===== src/rtl/instr_fetch_ctrl.sv =====
// Purpose: PC sequencer for a combinational instruction memory, with a one-entry valid/ready slot towards decode.
// Latency: if_valid rises one edge after imem_addr is presented; a redirect target is valid two edges after br_taken.
// Backpressure: slot, pc and fetch hold while if_valid & !if_ready; a redirect flushes the slot regardless of if_ready.
module instr_fetch_ctrl #(
  parameter int N        = 32,
  parameter int M        = 256,
  parameter int START_PC = 0
) (
  input  logic         clk,
  input  logic         rst,
  output logic [N-1:0] imem_addr,
  input  logic [N-1:0] imem_data,
  output logic         if_valid,
  input  logic         if_ready,
  output logic [N-1:0] if_instr,
  output logic [N-1:0] if_pc,
  input  logic         br_taken,
  input  logic [N-1:0] br_base,
  input  logic [N-1:0] br_offset,
  output logic         halt,
  output logic [N-1:0] fetch_cnt
);

  localparam logic [N-1:0] PC_RST  = N'(START_PC);
  localparam logic [N-1:0] PC_LAST = N'(M - 1);
  // One bit wider so a depth of exactly 2^N still compares correctly.
  localparam logic [N:0]   DEPTH   = (N+1)'(M);

  typedef enum logic [1:0] {
    BOOT  = 2'd0,
    FETCH = 2'd1,
    HALT  = 2'd2
  } state_t;

  state_t       state, state_nxt;
  logic [N-1:0] pc, pc_nxt;
  logic         if_valid_nxt;
  logic [N-1:0] if_instr_nxt, if_pc_nxt, fetch_cnt_nxt;
  logic         slot_free, hs, redirect, tgt_ok;
  logic [N-1:0] tgt;

  assign slot_free = !if_valid || if_ready;
  assign hs        = if_valid && if_ready;
  // Execute may pulse br_taken during the idle cycle after reset; it is dropped there.
  assign redirect  = br_taken && (state != BOOT);
  // Offset counts instructions and pc is a word index, so no scaling; wraps in N bits.
  assign tgt       = br_base + br_offset;
  assign tgt_ok    = {1'b0, tgt} < DEPTH;
  assign imem_addr = pc;
  assign halt      = (state == HALT);

  // State, pc, output slot and counter registers with synchronous reset.
  always_ff @(posedge clk) begin
    if (rst) begin
      state     <= BOOT;
      pc        <= PC_RST;
      if_valid  <= 1'b0;
      if_instr  <= '0;
      if_pc     <= '0;
      fetch_cnt <= '0;
    end else begin
      state     <= state_nxt;
      pc        <= pc_nxt;
      if_valid  <= if_valid_nxt;
      if_instr  <= if_instr_nxt;
      if_pc     <= if_pc_nxt;
      fetch_cnt <= fetch_cnt_nxt;
    end
  end

  // Next-state logic: redirect beats sequential fetch; halt on the last word or an out-of-range target.
  always_comb begin
    state_nxt     = state;
    pc_nxt        = pc;
    if_valid_nxt  = if_valid;
    if_instr_nxt  = if_instr;
    if_pc_nxt     = if_pc;
    fetch_cnt_nxt = fetch_cnt;

    // Handshakes count in every state, including the cycle a redirect flushes the slot.
    if (hs && (fetch_cnt != '1)) begin
      fetch_cnt_nxt = fetch_cnt + N'(1);
    end

    case (state)
      BOOT: begin
        state_nxt = FETCH;
      end
      FETCH, HALT: begin
        if (redirect) begin
          if_valid_nxt = 1'b0;
          if (tgt_ok) begin
            pc_nxt    = tgt;
            state_nxt = FETCH;
          end else begin
            state_nxt = HALT;
          end
        end else if (state == FETCH) begin
          if (slot_free) begin
            if_instr_nxt = imem_data;
            if_pc_nxt    = pc;
            if_valid_nxt = 1'b1;
            pc_nxt       = pc + N'(1);
            if (pc == PC_LAST) begin
              state_nxt = HALT;
            end
          end
        end else if (hs) begin
          // Halted: the last word stays until decode takes it.
          if_valid_nxt = 1'b0;
        end
      end
      default: begin
        state_nxt = BOOT;
      end
    endcase
  end

endmodule


===== config.mk =====
export PLATFORM = sky130hd
export DESIGN_NAME = instr_fetch_ctrl
export DESIGN_NICKNAME = d
export VERILOG_FILES = /design/src/rtl/instr_fetch_ctrl.sv
export SDC_FILE = /design/constraint.sdc
export NUM_CORES = 1
export LEC_CHECK = 0
export CAP_MARGIN = 25
export CELL_PAD_IN_SITES_DETAIL_PLACEMENT = 2
export CELL_PAD_IN_SITES_GLOBAL_PLACEMENT = 2
export CORE_UTILIZATION = 27
export CTS_CLUSTER_DIAMETER = 50
export CTS_CLUSTER_SIZE = 20
export DETAILED_ROUTE_END_ITERATION = 8
export GPL_TIMING_DRIVEN = 1
export PLACE_DENSITY = 0.92
export SLEW_MARGIN = 20
export SYNTH_ARGS = -nofsm -noshare
export SYNTH_HDL_FRONTEND = slang
export SYNTH_SLANG_ARGS = --single-unit

===== constraint.sdc =====
create_clock -name clk -period 5.7 [get_ports clk]
set_input_delay 1.14 -clock clk [delete_from_list [all_inputs] [get_ports clk]]
set_output_delay 1.14 -clock clk [all_outputs]
set_load 0.05 [all_outputs]

==> reports/results.ini <==
[worst_setup_path]
worst_r2r_startpoint=fetch_cnt[14]
startpoint=br_base[0]
critical_path.max_stage_delay_ns=0.59
r2r_cells=10
critical_path_class=in -> reg
critical_path.endpoint_type=flip-flop
worstReg2RegEnd=fetch_cnt[31]
critPathRequiredTime_ns=6.03
critical_path_buf_inv_count=3
critical_path_peak_fanout=25
timing.critical_path.to=imem_addr[2]
crit_family=simple AND/OR/NAND/NOR gates
arrival_time_reported_for_the_critical_path_endpoint_ns=5.63
crit_path_top_delay_cell=sky130_fd_sc_hd__or4_1
start_kind=primary input
timing.reg2reg.setup_slack_ns=1.98
cp.depth=16
timing.critical_path.cells=clkdlybuf4s50_1, ha_1, inv_1, fa_1, nor2b_1, o2111ai_1, a21oi_2, a21o_1, a311oi_1, or4_1, or4b_4, nor4b_4, a31oi_4, buf_12, mux2_2, nor3_1

[timing]
tightestPinTransition_ns=0.951
finalCriticalPeriod_ns=5.29
rsz0062_at_grt=no
clock_skew_ns=0.0103
final_min_period_over_clock_period_pct=92.9
relSlewSlack_pct=36.6
fmax_ghz=0.189
setup_viol=0
final_hold_viol_count=0
timing_max_transition_violations_final=0
fin_tns_setup_ns=0

[route]
remaining_drc_errors=0
firstDrtPassIters=4
number_of_drc_violations_after_detailed_routing_iteration_0=360
drt-total-wl_um=31700
met2_length_um=15800
dr_wl_met3_um=1760
via_count_of_the_routed_design=8473
routed.top_layer=met4
ant_nets=0
route.layer.met1.wl_um=13100
routed_wire_length_per_instance_um=19.5
drt-vias-per-instance=5.23

[pwr]
peakVddDrop_v=0.000197
pwr_density_cell_mw_per_mm2=312
internal-power_w=0.00214
p_sw_w=0.00131
power_frac_seq_pct=30.5
part_of_the_total_power_dissipated_in_the_clock_network_pct=33.3
power.static_leakage_nw=3.94
sw_frac_of_total_pct=38.0
combinational_fraction_of_design_power_pct=36.3

[clock_tree]
cts_root_buf=sky130_fd_sc_hd__clkbuf_16
tritoncts=yes
post-cts-setup-buffer-count=0
ctsResizeCount=0
cts.sink_count=131
clock_transition_at_the_registers_of_the_reported_paths_ns=0.06
h-tree-depth=4
cts_inserted_buffers=17
clockBufferDepth=2
holdBufCountCts=0
clock_latency_ns=0.42

[layout]
drive_above_1_share_pct=6.04
area_growth_syn_to_layout_pct=42.5
nFillCells=3177
layout.cells.non_filler=1620
design.final.nets=1368
insertedDiodeCount=0

[global_routing]
maximum_number_of_pins_on_one_net_before_global_route_repair=84
globalRouteOverflowTotal=0
number_of_antenna_violations_at_the_first_check_in_global_routing=0
first_global_vias=9155
global_route.usage.total_pct=21.6
wire_length_of_the_first_global_routing_pass_um=49800

[die]
fp.dieArea_mm2=0.0295
placement_rows=61
pin_count=230
floorplan.core_area_mm2=0.0281
die_x_um=172
chipHeight_um=172
initial_util_pct=27.7

[synth]
ys_warn_count=0
top_post_synthesis_cells_by_area=sky130_fd_sc_hd__dfxtp_1 34%, sky130_fd_sc_hd__nand2_1 9.4%, sky130_fd_sc_hd__a21oi_1 8.4%, sky130_fd_sc_hd__ha_1 6.0%, sky130_fd_sc_hd__nor2_1 4.3%
netlist.top_cell.by_area=sky130_fd_sc_hd__dfxtp_1
synth.yosys.seq_area_share_pct=33.7
ys_seq_elements=131
synth-main-ff-cell=sky130_fd_sc_hd__dfxtp_1
number_of_flops_mapped_to_enable_cells_by_yosys=0
synth.distinct_cells=74
postSynth.asyncResetShare_pct=0
syn-instance-count=1021
synth_largest_type_area_fraction_pct=33.7
mappedNetlistNets=1159
mappedNetlistArea_mm2=0.00778
synth_area_per_cell_um2=7.62

[placement]
numPortBuffers=229
dp_hpwl_um=24300
globalplace.congestion=0.808
post-place-cells=1589

[outcome]
status=completed

[run]
cap_viol_max_count=0

[min_path]
hold_path_startpoint=if_pc[15]
worstHoldPathType=reg -> reg

[layout by cell type (no fill, tap or decap), types with 5 or more instances in the layout]
cell                              instances
sky130_fd_sc_hd__clkdlybuf4s50_1        228
sky130_fd_sc_hd__o21ai_0                 40
sky130_fd_sc_hd__nand3_1                 23
sky130_fd_sc_hd__buf_4                   18
sky130_fd_sc_hd__a21o_1                  19
sky130_fd_sc_hd__inv_1                   15
sky130_fd_sc_hd__o211ai_1                15
sky130_fd_sc_hd__ha_1                    37
sky130_fd_sc_hd__nor2_1                  90
sky130_fd_sc_hd__clkbuf_16               17
sky130_fd_sc_hd__and2_1                   6
sky130_fd_sc_hd__a21oi_1                130
sky130_fd_sc_hd__dfxtp_1                131
sky130_fd_sc_hd__xnor2_1                 23
sky130_fd_sc_hd__or3_1                   10
sky130_fd_sc_hd__nor4_1                   5
sky130_fd_sc_hd__a31oi_1                  5
sky130_fd_sc_hd__a22oi_1                  9
sky130_fd_sc_hd__mux2i_1                  7
sky130_fd_sc_hd__nand2_1                195
sky130_fd_sc_hd__nand4_1                 16
sky130_fd_sc_hd__xor2_1                  28
sky130_fd_sc_hd__and3_1                  21
sky130_fd_sc_hd__o21ai_1                  9
sky130_fd_sc_hd__a211oi_1                 5
sky130_fd_sc_hd__and4_1                   6
sky130_fd_sc_hd__o21a_1                  10
sky130_fd_sc_hd__or4_1                    6
sky130_fd_sc_hd__nor3_1                  25
sky130_fd_sc_hd__o31ai_1                  5
[stage by stage]
step | setup slack (ns) | util, % | cell area [µm²] | total power (W) | hold slack [ns]
after floorplan | 0.933 | - | 7780 | 0.00187 | 0.470
after global placement | 0.147 | 37.3 | 10500 | 0.00228 | 0.441
after detailed placement | -0.0505 | 37.3 | 10500 | 0.00233 | 0.452
after CTS | 0.389 | 39.5 | 11100 | 0.00350 | 0.460
after global routing | 0.138 | 39.5 | 11100 | 0.00364 | 0.474
final | 0.405 | 39.5 | 11100 | 0.00346 | 0.456
[metal layers]
layer,up-vias,track usage (%)
li1,4050,-
met1,4143,25.0
met2,219,38.3
met3,61,4.79
met4,0,8.77
met5,-,0
[power by group through the flow]
stage,registers [W],clock network [W],logic (W)
after floorplan,0.00129,0,0.000585
after global placement,0.00107,0,0.00121
after detailed placement,0.00107,0,0.00126
after CTS,0.00105,0.00118,0.00127
after global routing,0.00106,0.00122,0.00136
final,0.00105,0.00115,0.00126
[worst min-delay path, stage by stage, from the launching register on]
cell                      delay [ns]
sky130_fd_sc_hd__dfxtp_1        0.30
sky130_fd_sc_hd__nand2_1        0.05
sky130_fd_sc_hd__a21oi_1        0.05
[state kept, by name, summed over array words and instances (netlist names)]
signal     cells
if_pc         32
if_instr      32
if_valid       1
imem_addr     32
fetch_cnt     32
state          2
[worst min-delay path by stage]
stage / end / depth (start not counted)
3_3_place_gp: if_pc[19] / 2
4_1_cts: if_pc[14] / 2
5_1_grt: if_pc[23] / 2
2_1_floorplan: state[0] / 2
3_5_place_dp: if_pc[14] / 2
6_report: if_pc[15] / 2
[synthesized netlist by cell type, types with 3 or more instances]
cell and count:
sky130_fd_sc_hd__a21oi_1 130, sky130_fd_sc_hd__mux2i_1 7, sky130_fd_sc_hd__clkbuf_1 46, sky130_fd_sc_hd__dfxtp_1 131, sky130_fd_sc_hd__o31ai_1 5, sky130_fd_sc_hd__and4_1 6, sky130_fd_sc_hd__a21o_1 19, sky130_fd_sc_hd__or2_2 3
sky130_fd_sc_hd__ha_1 37, sky130_fd_sc_hd__nand4_1 16, sky130_fd_sc_hd__a31oi_1 6, sky130_fd_sc_hd__a22o_1 3, sky130_fd_sc_hd__inv_1 15, sky130_fd_sc_hd__o221a_2 3, sky130_fd_sc_hd__and2_1 6, sky130_fd_sc_hd__a22oi_1 9
sky130_fd_sc_hd__nor4_1 5, sky130_fd_sc_hd__xor2_1 28, sky130_fd_sc_hd__nand2b_1 3, sky130_fd_sc_hd__a211oi_1 5, sky130_fd_sc_hd__and3_1 22, sky130_fd_sc_hd__or3_1 10, sky130_fd_sc_hd__or4_1 6, sky130_fd_sc_hd__nor3_1 25
sky130_fd_sc_hd__nor2_1 90, sky130_fd_sc_hd__xnor2_1 23, sky130_fd_sc_hd__a211o_1 4, sky130_fd_sc_hd__buf_1 5, sky130_fd_sc_hd__a21boi_0 4, sky130_fd_sc_hd__nor2b_1 5, sky130_fd_sc_hd__nand3_1 24, sky130_fd_sc_hd__o21a_1 10
sky130_fd_sc_hd__o21ai_0 40, sky130_fd_sc_hd__buf_6 3, sky130_fd_sc_hd__o21ai_1 9, sky130_fd_sc_hd__o32ai_1 4, sky130_fd_sc_hd__o211ai_1 15, sky130_fd_sc_hd__nand2_1 195
[cell families (layout without fill, tap and decap cells)]
group           count (synthesis)  count (layout)  synth area share, %
mux                             9               9                 1.19
compound gates                293             293                 24.1
xor+xnor                       51              51                 5.74
flops                         131             131                 33.7
simple gates                  427             427                 25.2
buf+inv                        72             293                 3.84
fa+ha+maj                      38              38                 6.21
[final cells by class]
type	count	area, µm²	area share, %
clock inverter	9	128	1.15
sequential	131	2620	23.7
clock buffer	22	484	4.37
timing repair buffer	247	2440	22.0
inverter	15	56.3	0.508
tap	378	473	4.27
multi-input combinational	818	4880	44.1
Note: power is estimated with default switching activity, not from simulation.
